## config.mk

```make
export PLATFORM = sky130hd
export DESIGN_NAME = rx_agc_ctrl
export DESIGN_NICKNAME = d
export VERILOG_FILES = /design/src/rtl/rx_agc_ctrl.sv
export SDC_FILE = /design/constraint.sdc
export NUM_CORES = 1
export LEC_CHECK = 0
export BUFFER_PORTS_ARGS = -buffer_cell sky130_fd_sc_hd__buf_2
export CORE_MARGIN = 2
export CORE_UTILIZATION = 40
export CTS_BUF_LIST = sky130_fd_sc_hd__clkbuf_8
export CTS_CLUSTER_DIAMETER = 200
export CTS_CLUSTER_SIZE = 20
export DETAILED_ROUTE_END_ITERATION = 12
export SKIP_CTS_REPAIR_TIMING = 1
export SLEW_MARGIN = 10
export SYNTH_ARGS = -nofsm -noshare
export SYNTH_HDL_FRONTEND = slang
export SYNTH_SLANG_ARGS = --single-unit
```

## constraint.sdc

```tcl
create_clock -name clock -period 3.1 [get_ports clock]
set_input_delay 0 -clock clock [delete_from_list [all_inputs] [get_ports clock]]
set_output_delay 0 -clock clock [all_outputs]
set_load 0.05 [all_outputs]
```

## src/rtl/rx_agc_ctrl.sv

```systemverilog
// Closed-loop receive AGC: dwell/decide/settle loop driving a PGA gain code from ADC RSSI words.
// Optional fast attack on over-range is built when RX_AGC_FAST_ATTACK_EN is defined.
module rx_agc_ctrl #(
    parameter logic [6:0] ADDR_BASE  = 7'd64,
    parameter int         GAIN_W     = 5,
    parameter int         GAIN_MAX   = 20,
    parameter int         SETTLE_CYC = 64
) (
    input  logic              clock,
    input  logic              reset,
    input  logic              enable,
    input  logic [6:0]        serial_addr,
    input  logic [31:0]       serial_data,
    input  logic              serial_strobe,
    input  logic [31:0]       rssi_in,
    output logic [GAIN_W-1:0] gain,
    output logic              gain_strobe,
    output logic [1:0]        agc_state,
    output logic              locked
);

    localparam int SC_W = $clog2(SETTLE_CYC + 1);
    localparam logic [GAIN_W:0]   GAIN_MAX_X = (GAIN_W+1)'(GAIN_MAX);
    localparam logic [GAIN_W-1:0] GAIN_MAX_G = GAIN_W'(GAIN_MAX);
    localparam logic [SC_W-1:0]   SETTLE_END = SC_W'(SETTLE_CYC - 1);

    typedef enum logic [1:0] {
        IDLE    = 2'd0,
        SETTLE  = 2'd1,
        MEASURE = 2'd2,
        DECIDE  = 2'd3
    } agc_state_t;

    // Setting registers
    logic              agc_on_reg;
    logic              freeze_reg;
    logic [GAIN_W-1:0] manual_gain_reg;
    logic [15:0]       thresh_hi_reg;
    logic [15:0]       thresh_lo_reg;
    logic [15:0]       dwell_reg;
    logic [3:0]        step_reg;
    logic [2:0]        wr_sel;

    genvar gi;
    generate
        for (gi = 0; gi < 3; gi++) begin : g_wr_sel
            assign wr_sel[gi] = serial_strobe && (serial_addr == ADDR_BASE + 7'(gi));
        end
    endgenerate

    always_ff @(posedge clock) begin
        if (reset) begin
            agc_on_reg      <= 1'b0;
            freeze_reg      <= 1'b0;
            manual_gain_reg <= '0;
            thresh_hi_reg   <= '0;
            thresh_lo_reg   <= '0;
            dwell_reg       <= '0;
            step_reg        <= '0;
        end else begin
            if (wr_sel[0]) begin
                agc_on_reg      <= serial_data[0];
                freeze_reg      <= serial_data[1];
                manual_gain_reg <= serial_data[8 +: GAIN_W];
            end
            if (wr_sel[1]) begin
                thresh_hi_reg <= serial_data[31:16];
                thresh_lo_reg <= serial_data[15:0];
            end
            if (wr_sel[2]) begin
                dwell_reg <= serial_data[15:0];
                step_reg  <= serial_data[19:16];
            end
        end
    end

    // Loop state
    agc_state_t        state_reg, state_next;
    logic [GAIN_W-1:0] gain_reg, gain_next;
    logic              gain_strobe_reg, gain_strobe_next;
    logic              locked_reg, locked_next;
    logic [SC_W-1:0]   settle_cnt_reg, settle_cnt_next;
    logic [15:0]       dwell_cnt_reg, dwell_cnt_next;
    logic              clip_seen_reg, clip_seen_next;

    // Gain arithmetic is one bit wider than the code so underflow shows up as the top bit.
    logic [3:0]        step_eff;
    logic [GAIN_W:0]   step_x;
    logic [GAIN_W:0]   gain_x;
    logic [GAIN_W:0]   dec1;
    logic [GAIN_W:0]   inc1;
    logic [GAIN_W-1:0] dec1_sat;
    logic [GAIN_W-1:0] inc1_sat;
    logic [GAIN_W-1:0] manual_clamped;
    logic [16:0]       dwell_eff;
    logic [16:0]       dwell_cnt_inc;
    logic              clip_now;
    logic              dec_req;
    logic              inc_req;
    logic [GAIN_W-1:0] target;

    assign step_eff       = (step_reg == 4'd0) ? 4'd1 : step_reg;
    assign step_x         = (GAIN_W+1)'(step_eff);
    assign gain_x         = {1'b0, gain_reg};
    assign dec1           = gain_x - step_x;
    assign inc1           = gain_x + step_x;
    assign dec1_sat       = dec1[GAIN_W] ? '0 : dec1[GAIN_W-1:0];
    assign inc1_sat       = (inc1 > GAIN_MAX_X) ? GAIN_MAX_G : inc1[GAIN_W-1:0];
    assign manual_clamped = ({1'b0, manual_gain_reg} > GAIN_MAX_X) ? GAIN_MAX_G : manual_gain_reg;
    assign dwell_eff      = (dwell_reg == 16'd0) ? 17'd1 : {1'b0, dwell_reg};
    assign dwell_cnt_inc  = {1'b0, dwell_cnt_reg} + 17'd1;
    assign clip_now       = (rssi_in[31:16] != 16'd0);

    // Decrement wins, which also resolves an inverted threshold window.
    assign dec_req = clip_seen_reg || (rssi_in[15:0] > thresh_hi_reg);
    assign inc_req = !dec_req && (rssi_in[15:0] < thresh_lo_reg);
    assign target  = dec_req ? dec1_sat : (inc_req ? inc1_sat : gain_reg);

`ifdef RX_AGC_FAST_ATTACK_EN
    logic [GAIN_W:0]   dec2;
    logic [GAIN_W-1:0] dec2_sat;
    assign dec2     = gain_x - {step_x[GAIN_W-1:0], 1'b0};
    assign dec2_sat = dec2[GAIN_W] ? '0 : dec2[GAIN_W-1:0];
`endif

    always_comb begin
        state_next       = state_reg;
        gain_next        = gain_reg;
        gain_strobe_next = 1'b0;
        locked_next      = locked_reg;
        settle_cnt_next  = settle_cnt_reg;
        dwell_cnt_next   = dwell_cnt_reg;
        clip_seen_next   = clip_seen_reg;

        if (state_reg != IDLE && !agc_on_reg) begin
            state_next  = IDLE;
            locked_next = 1'b0;
        end else if (!freeze_reg) begin
            case (state_reg)
                IDLE: begin
                    locked_next = 1'b0;
                    if (agc_on_reg) begin
                        state_next      = SETTLE;
                        settle_cnt_next = '0;
                    end else if (manual_clamped != gain_reg) begin
                        gain_next        = manual_clamped;
                        gain_strobe_next = 1'b1;
                    end
                end
                SETTLE: begin
                    if (enable) begin
                        if (settle_cnt_reg == SETTLE_END) begin
                            state_next     = MEASURE;
                            dwell_cnt_next = '0;
                            clip_seen_next = 1'b0;
                        end else begin
                            settle_cnt_next = settle_cnt_reg + 1'b1;
                        end
                    end
                end
                MEASURE: begin
                    if (enable) begin
`ifdef RX_AGC_FAST_ATTACK_EN
                        if (clip_now && gain_reg != '0) begin
                            gain_next        = dec2_sat;
                            gain_strobe_next = 1'b1;
                            locked_next      = 1'b0;
                            state_next       = SETTLE;
                            settle_cnt_next  = '0;
                        end else begin
                            clip_seen_next = clip_seen_reg | clip_now;
                            dwell_cnt_next = dwell_cnt_inc[15:0];
                            if (dwell_cnt_inc >= dwell_eff)
                                state_next = DECIDE;
                        end
`else
                        clip_seen_next = clip_seen_reg | clip_now;
                        dwell_cnt_next = dwell_cnt_inc[15:0];
                        if (dwell_cnt_inc >= dwell_eff)
                            state_next = DECIDE;
`endif
                    end
                end
                DECIDE: begin
                    locked_next = !dec_req && !inc_req;
                    if (target != gain_reg) begin
                        gain_next        = target;
                        gain_strobe_next = 1'b1;
                        state_next       = SETTLE;
                        settle_cnt_next  = '0;
                    end else begin
                        state_next     = MEASURE;
                        dwell_cnt_next = '0;
                        clip_seen_next = 1'b0;
                    end
                end
                default: state_next = IDLE;
            endcase
        end
    end

    always_ff @(posedge clock) begin
        if (reset) begin
            state_reg       <= IDLE;
            gain_reg        <= '0;
            gain_strobe_reg <= 1'b0;
            locked_reg      <= 1'b0;
            settle_cnt_reg  <= '0;
            dwell_cnt_reg   <= '0;
            clip_seen_reg   <= 1'b0;
        end else begin
            state_reg       <= state_next;
            gain_reg        <= gain_next;
            gain_strobe_reg <= gain_strobe_next;
            locked_reg      <= locked_next;
            settle_cnt_reg  <= settle_cnt_next;
            dwell_cnt_reg   <= dwell_cnt_next;
            clip_seen_reg   <= clip_seen_next;
        end
    end

    assign gain        = gain_reg;
    assign gain_strobe = gain_strobe_reg;
    assign agc_state   = state_reg;
    assign locked      = locked_reg;

endmodule
```

==> results.toml <==
[setup_path]
end_kind = "flop"
cp_max_fo = 6
cp.arrival_ns = 3.87
crit_path_start_kind = "flop"
r2r_cells = 14
required_ns = 3.42
path_class = "flop to flop"

[sta]
tightestPinTransition_ns = 1.11
fin_crit_sh = 1.15
finalSetupViolCount = 32
worst_slack_ns = -0.450
final_hold_viol_count = 0
rsz0062_at_grt = "true"
max_freq_mhz = 282
min_period_ns = 3.55
fin_worst_skew_ns = 0.00898
slew_viol_final = 0
slew-limit-headroom = 0.258

[logic_synthesis]
syn-num-nets = 942
yosys_warnings = 0
synth_seq_cells = 92
yosys_most_used_dff = "dfxtp_1"
yosysSeqAreaShare = 0.298
synth.distinct_cells = 74
syn-cell-area_um2 = 6190
synthArstFlopShare = 0
avgSynthCellArea_um2 = 7.70
synth_edf_count = 0
synthCells = 804

[status]
status = "complete, but fails checks"
violations = "negative setup slack"

[pwr]
clkPwrFrac = 0.387
swShare = 0.263
p_leak_nw = 3.23
p_int_mw = 1.77
power_density_nw_per_um2 = 291
p_comb_frac = 0.118
p_sw_mw = 0.630
seq_power_share = 0.495
peakVddDrop_mv = 0.243

[hold_path]
hold_path.class = "primary input to flop"
whs_path_depth = 4

[finish]
area_growth_pct = 33.2
design_area_um2 = 8240
drive_gt1_frac = 0.256
finalNetCount = 1132
n_antenna_cell = 0
final_util = 0.544

[grt]
grt_max_degree = 54
grt.overflow.total = 0
grt_pass1_vias = 5597
antenna_found_initial = 0
grt_pass1_wl_mm = 28.2
grt_usage = 0.216

[routing]
route.detailed.drc = 0
wl_per_cell_um = 15.3
drt-initial-drc-count = 399
vias = 6242
drt_wl_total_mm = 18.2
vias_per_cell = 5.26
detail-route-antenna-nets = 0
first_pass_iters = 5

[clock_network]
cts.sinks = 92
cts_root_buffer = "clkbuf_8"
htreeDepth = 3
clkLatencyLatePin_ns = 0.39
cts_buffer_depth = 2
cts_tree = "yes"
cts_made_buffers = 9
cts.clk_slew.worst_paths_ns = 0.09

[floorplanning]
die_y_um = 128
ioPinCount = 84
die_area_um2 = 16500
rows = 45
die_x_um = 128
start_util = 0.409
core-area_um2 = 15100

[placed_design]
post_dp_cell_area_um2 = 7460
hpwl_mm = 13.5
port_buffers = 83
gp_congestion = 0.887

[flow_run]
drv_cap = 0
area by class of cell:
cell class / count / area, µm²
inverter: 75 / 282
sequential: 92 / 1850
fill: 1466 / 6900
timing repair buffer: 215 / 1500
clock inverter: 6 / 87.6
tap: 188 / 235
multi-input combinational: 601 / 4160
clock buffer: 9 / 124
power groups by stage:
| stage | combinational (mW) | sequential, mW | clock (mW) |
|---|---|---|---|
| finish | 0.283 | 1.19 | 0.927 |
| global placement | 0.243 | 1.21 | 0 |
| floorplan | 0.123 | 1.22 | 0 |
| detailed placement | 0.244 | 1.21 | 0 |
| CTS | 0.245 | 1.19 | 0.952 |
| global route | 0.311 | 1.19 | 0.998 |
cell usage in the layout, fill, tap and decap left out, types with 3 or more instances in the layout:
| master | n |
|---|---|
| a21o_1 | 11 |
| o21ai_1 | 5 |
| o32ai_1 | 3 |
| inv_2 | 4 |
| o21ai_0 | 22 |
| o311ai_1 | 3 |
| dlygate4sd3_1 | 32 |
| nor3b_2 | 3 |
| nor2_1 | 40 |
| o22ai_1 | 5 |
| nor2b_1 | 5 |
| dfxtp_2 | 3 |
| o31ai_1 | 4 |
| o21a_1 | 8 |
| inv_1 | 69 |
| nand2b_1 | 3 |
| and4_1 | 3 |
| and2_1 | 5 |
| buf_2 | 83 |
| a31oi_4 | 4 |
| or4_1 | 7 |
| xor2_1 | 6 |
| dfxtp_1 | 87 |
| a21oi_1 | 78 |
| xnor2_1 | 16 |
| a32o_1 | 3 |
| nand2_1 | 144 |
| clkbuf_8 | 9 |
| buf_4 | 98 |
| and3_1 | 3 |
| nand3_1 | 22 |
| ha_1 | 60 |
| nand4_1 | 11 |
| a211o_1 | 6 |
| o211ai_1 | 3 |
| nor4_1 | 11 |
| or2_2 | 3 |
| or3_1 | 6 |
| nor3_1 | 15 |
| mux2i_1 | 13 |
through the flow:
stage	setup TNS [ns]	setup WS (ns)	std cells	power [mW]	hold WS [ns]
after floorplan	-3.24	-0.200	804	1.34	0.128
after global placement	-7.54	-0.336	1129	1.46	0.243
after detailed placement	-9.44	-0.398	1129	1.46	0.247
after CTS	-10.50	-0.443	1144	2.38	-0.183
after global routing	-14.75	-0.552	1186	2.50	0.0135
final	-11.04	-0.450	1186	2.40	0.0161
cell families (layout without fill, tap and decap cells):
logic type | Yosys count | count (layout) | share of synthesized area
AND/OR/NAND/NOR | 293 | 293 | 0.219
AO/OA/AOI/OAI | 204 | 205 | 0.224
buffers and inverters | 112 | 305 | 0.0689
flip-flops | 92 | 92 | 0.298
adder cells (fa/ha/maj) | 63 | 63 | 0.130
XOR/XNOR | 25 | 25 | 0.0354
multiplexers | 15 | 15 | 0.0247
layer usage:
| metal | wire length [µm] | GRT usage | part of all wire | vias to the layer above |
|---|---|---|---|---|
| met5 | 0 | 0 | 0 | - |
| met4 | 371 | 0.0724 | 0.020 | 0 |
| met3 | 673 | 0.0470 | 0.037 | 21 |
| met2 | 8350 | 0.338 | 0.46 | 118 |
| met1 | 8780 | 0.296 | 0.48 | 2886 |
| li1 | - | - | - | 3217 |
cell usage after synthesis (all sizes together) (3+ instances only):
master / n / area share
o21a: 8 / 0.0097
a32oi: 3 / 0.0042
nor2b: 5 / 0.0051
xor2: 7 / 0.0099
mux2i: 13 / 0.021
o311ai: 6 / 0.0085
or2: 4 / 0.0040
a21o: 11 / 0.013
a32o: 3 / 0.0049
ha: 61 / 0.12
o22ai: 5 / 0.0051
inv: 73 / 0.044
and2: 5 / 0.0051
nand4: 11 / 0.011
nor3b: 3 / 0.0044
nor3: 17 / 0.014
and4: 3 / 0.0042
nor2: 41 / 0.025
and3: 4 / 0.0040
dfxtp: 92 / 0.30
buf: 3 / 0.0028
clkbuf: 34 / 0.021
a211oi: 4 / 0.0049
xnor2: 18 / 0.025
o211ai: 4 / 0.0057
nand2b: 3 / 0.0030
o31ai: 6 / 0.0081
o41ai: 3 / 0.0042
nand2: 145 / 0.088
nand3: 23 / 0.019
or3: 6 / 0.0061
a211o: 6 / 0.0085
a31oi: 6 / 0.011
o32ai: 3 / 0.0042
or4: 7 / 0.0085
a21oi: 80 / 0.065
nor4: 12 / 0.012
o21ai: 29 / 0.024
worst max-delay path, stage by stage (launching register included):
cell,delay (ns)
dfxtp_2,0.33
inv_2,0.05
a31o_4,0.16
ha_4,0.12
inv_2,0.04
fa_2,0.42
xor2_4,0.19
a2111oi_4,0.44
a32oi_2,0.17
and3_4,0.20
mux2_4,0.27
o211ai_4,0.26
a31oi_4,0.17
or4b_4,0.51
a21oi_2,0.14
path summary, 6_finish.rpt:
| kind | start | end | slack (ns) |
|---|---|---|---|
| min | rssi_in[29] | clip_seen_reg | 0.02 |
| min reg2reg | thresh_lo_reg[12] | thresh_lo_reg[12] | 0.46 |
| max reg2reg | step_reg[3] | dwell_cnt_reg[15] | -0.45 |
| max | step_reg[3] | dwell_cnt_reg[15] | -0.45 |
Note: power is estimated with default switching activity, not from simulation.
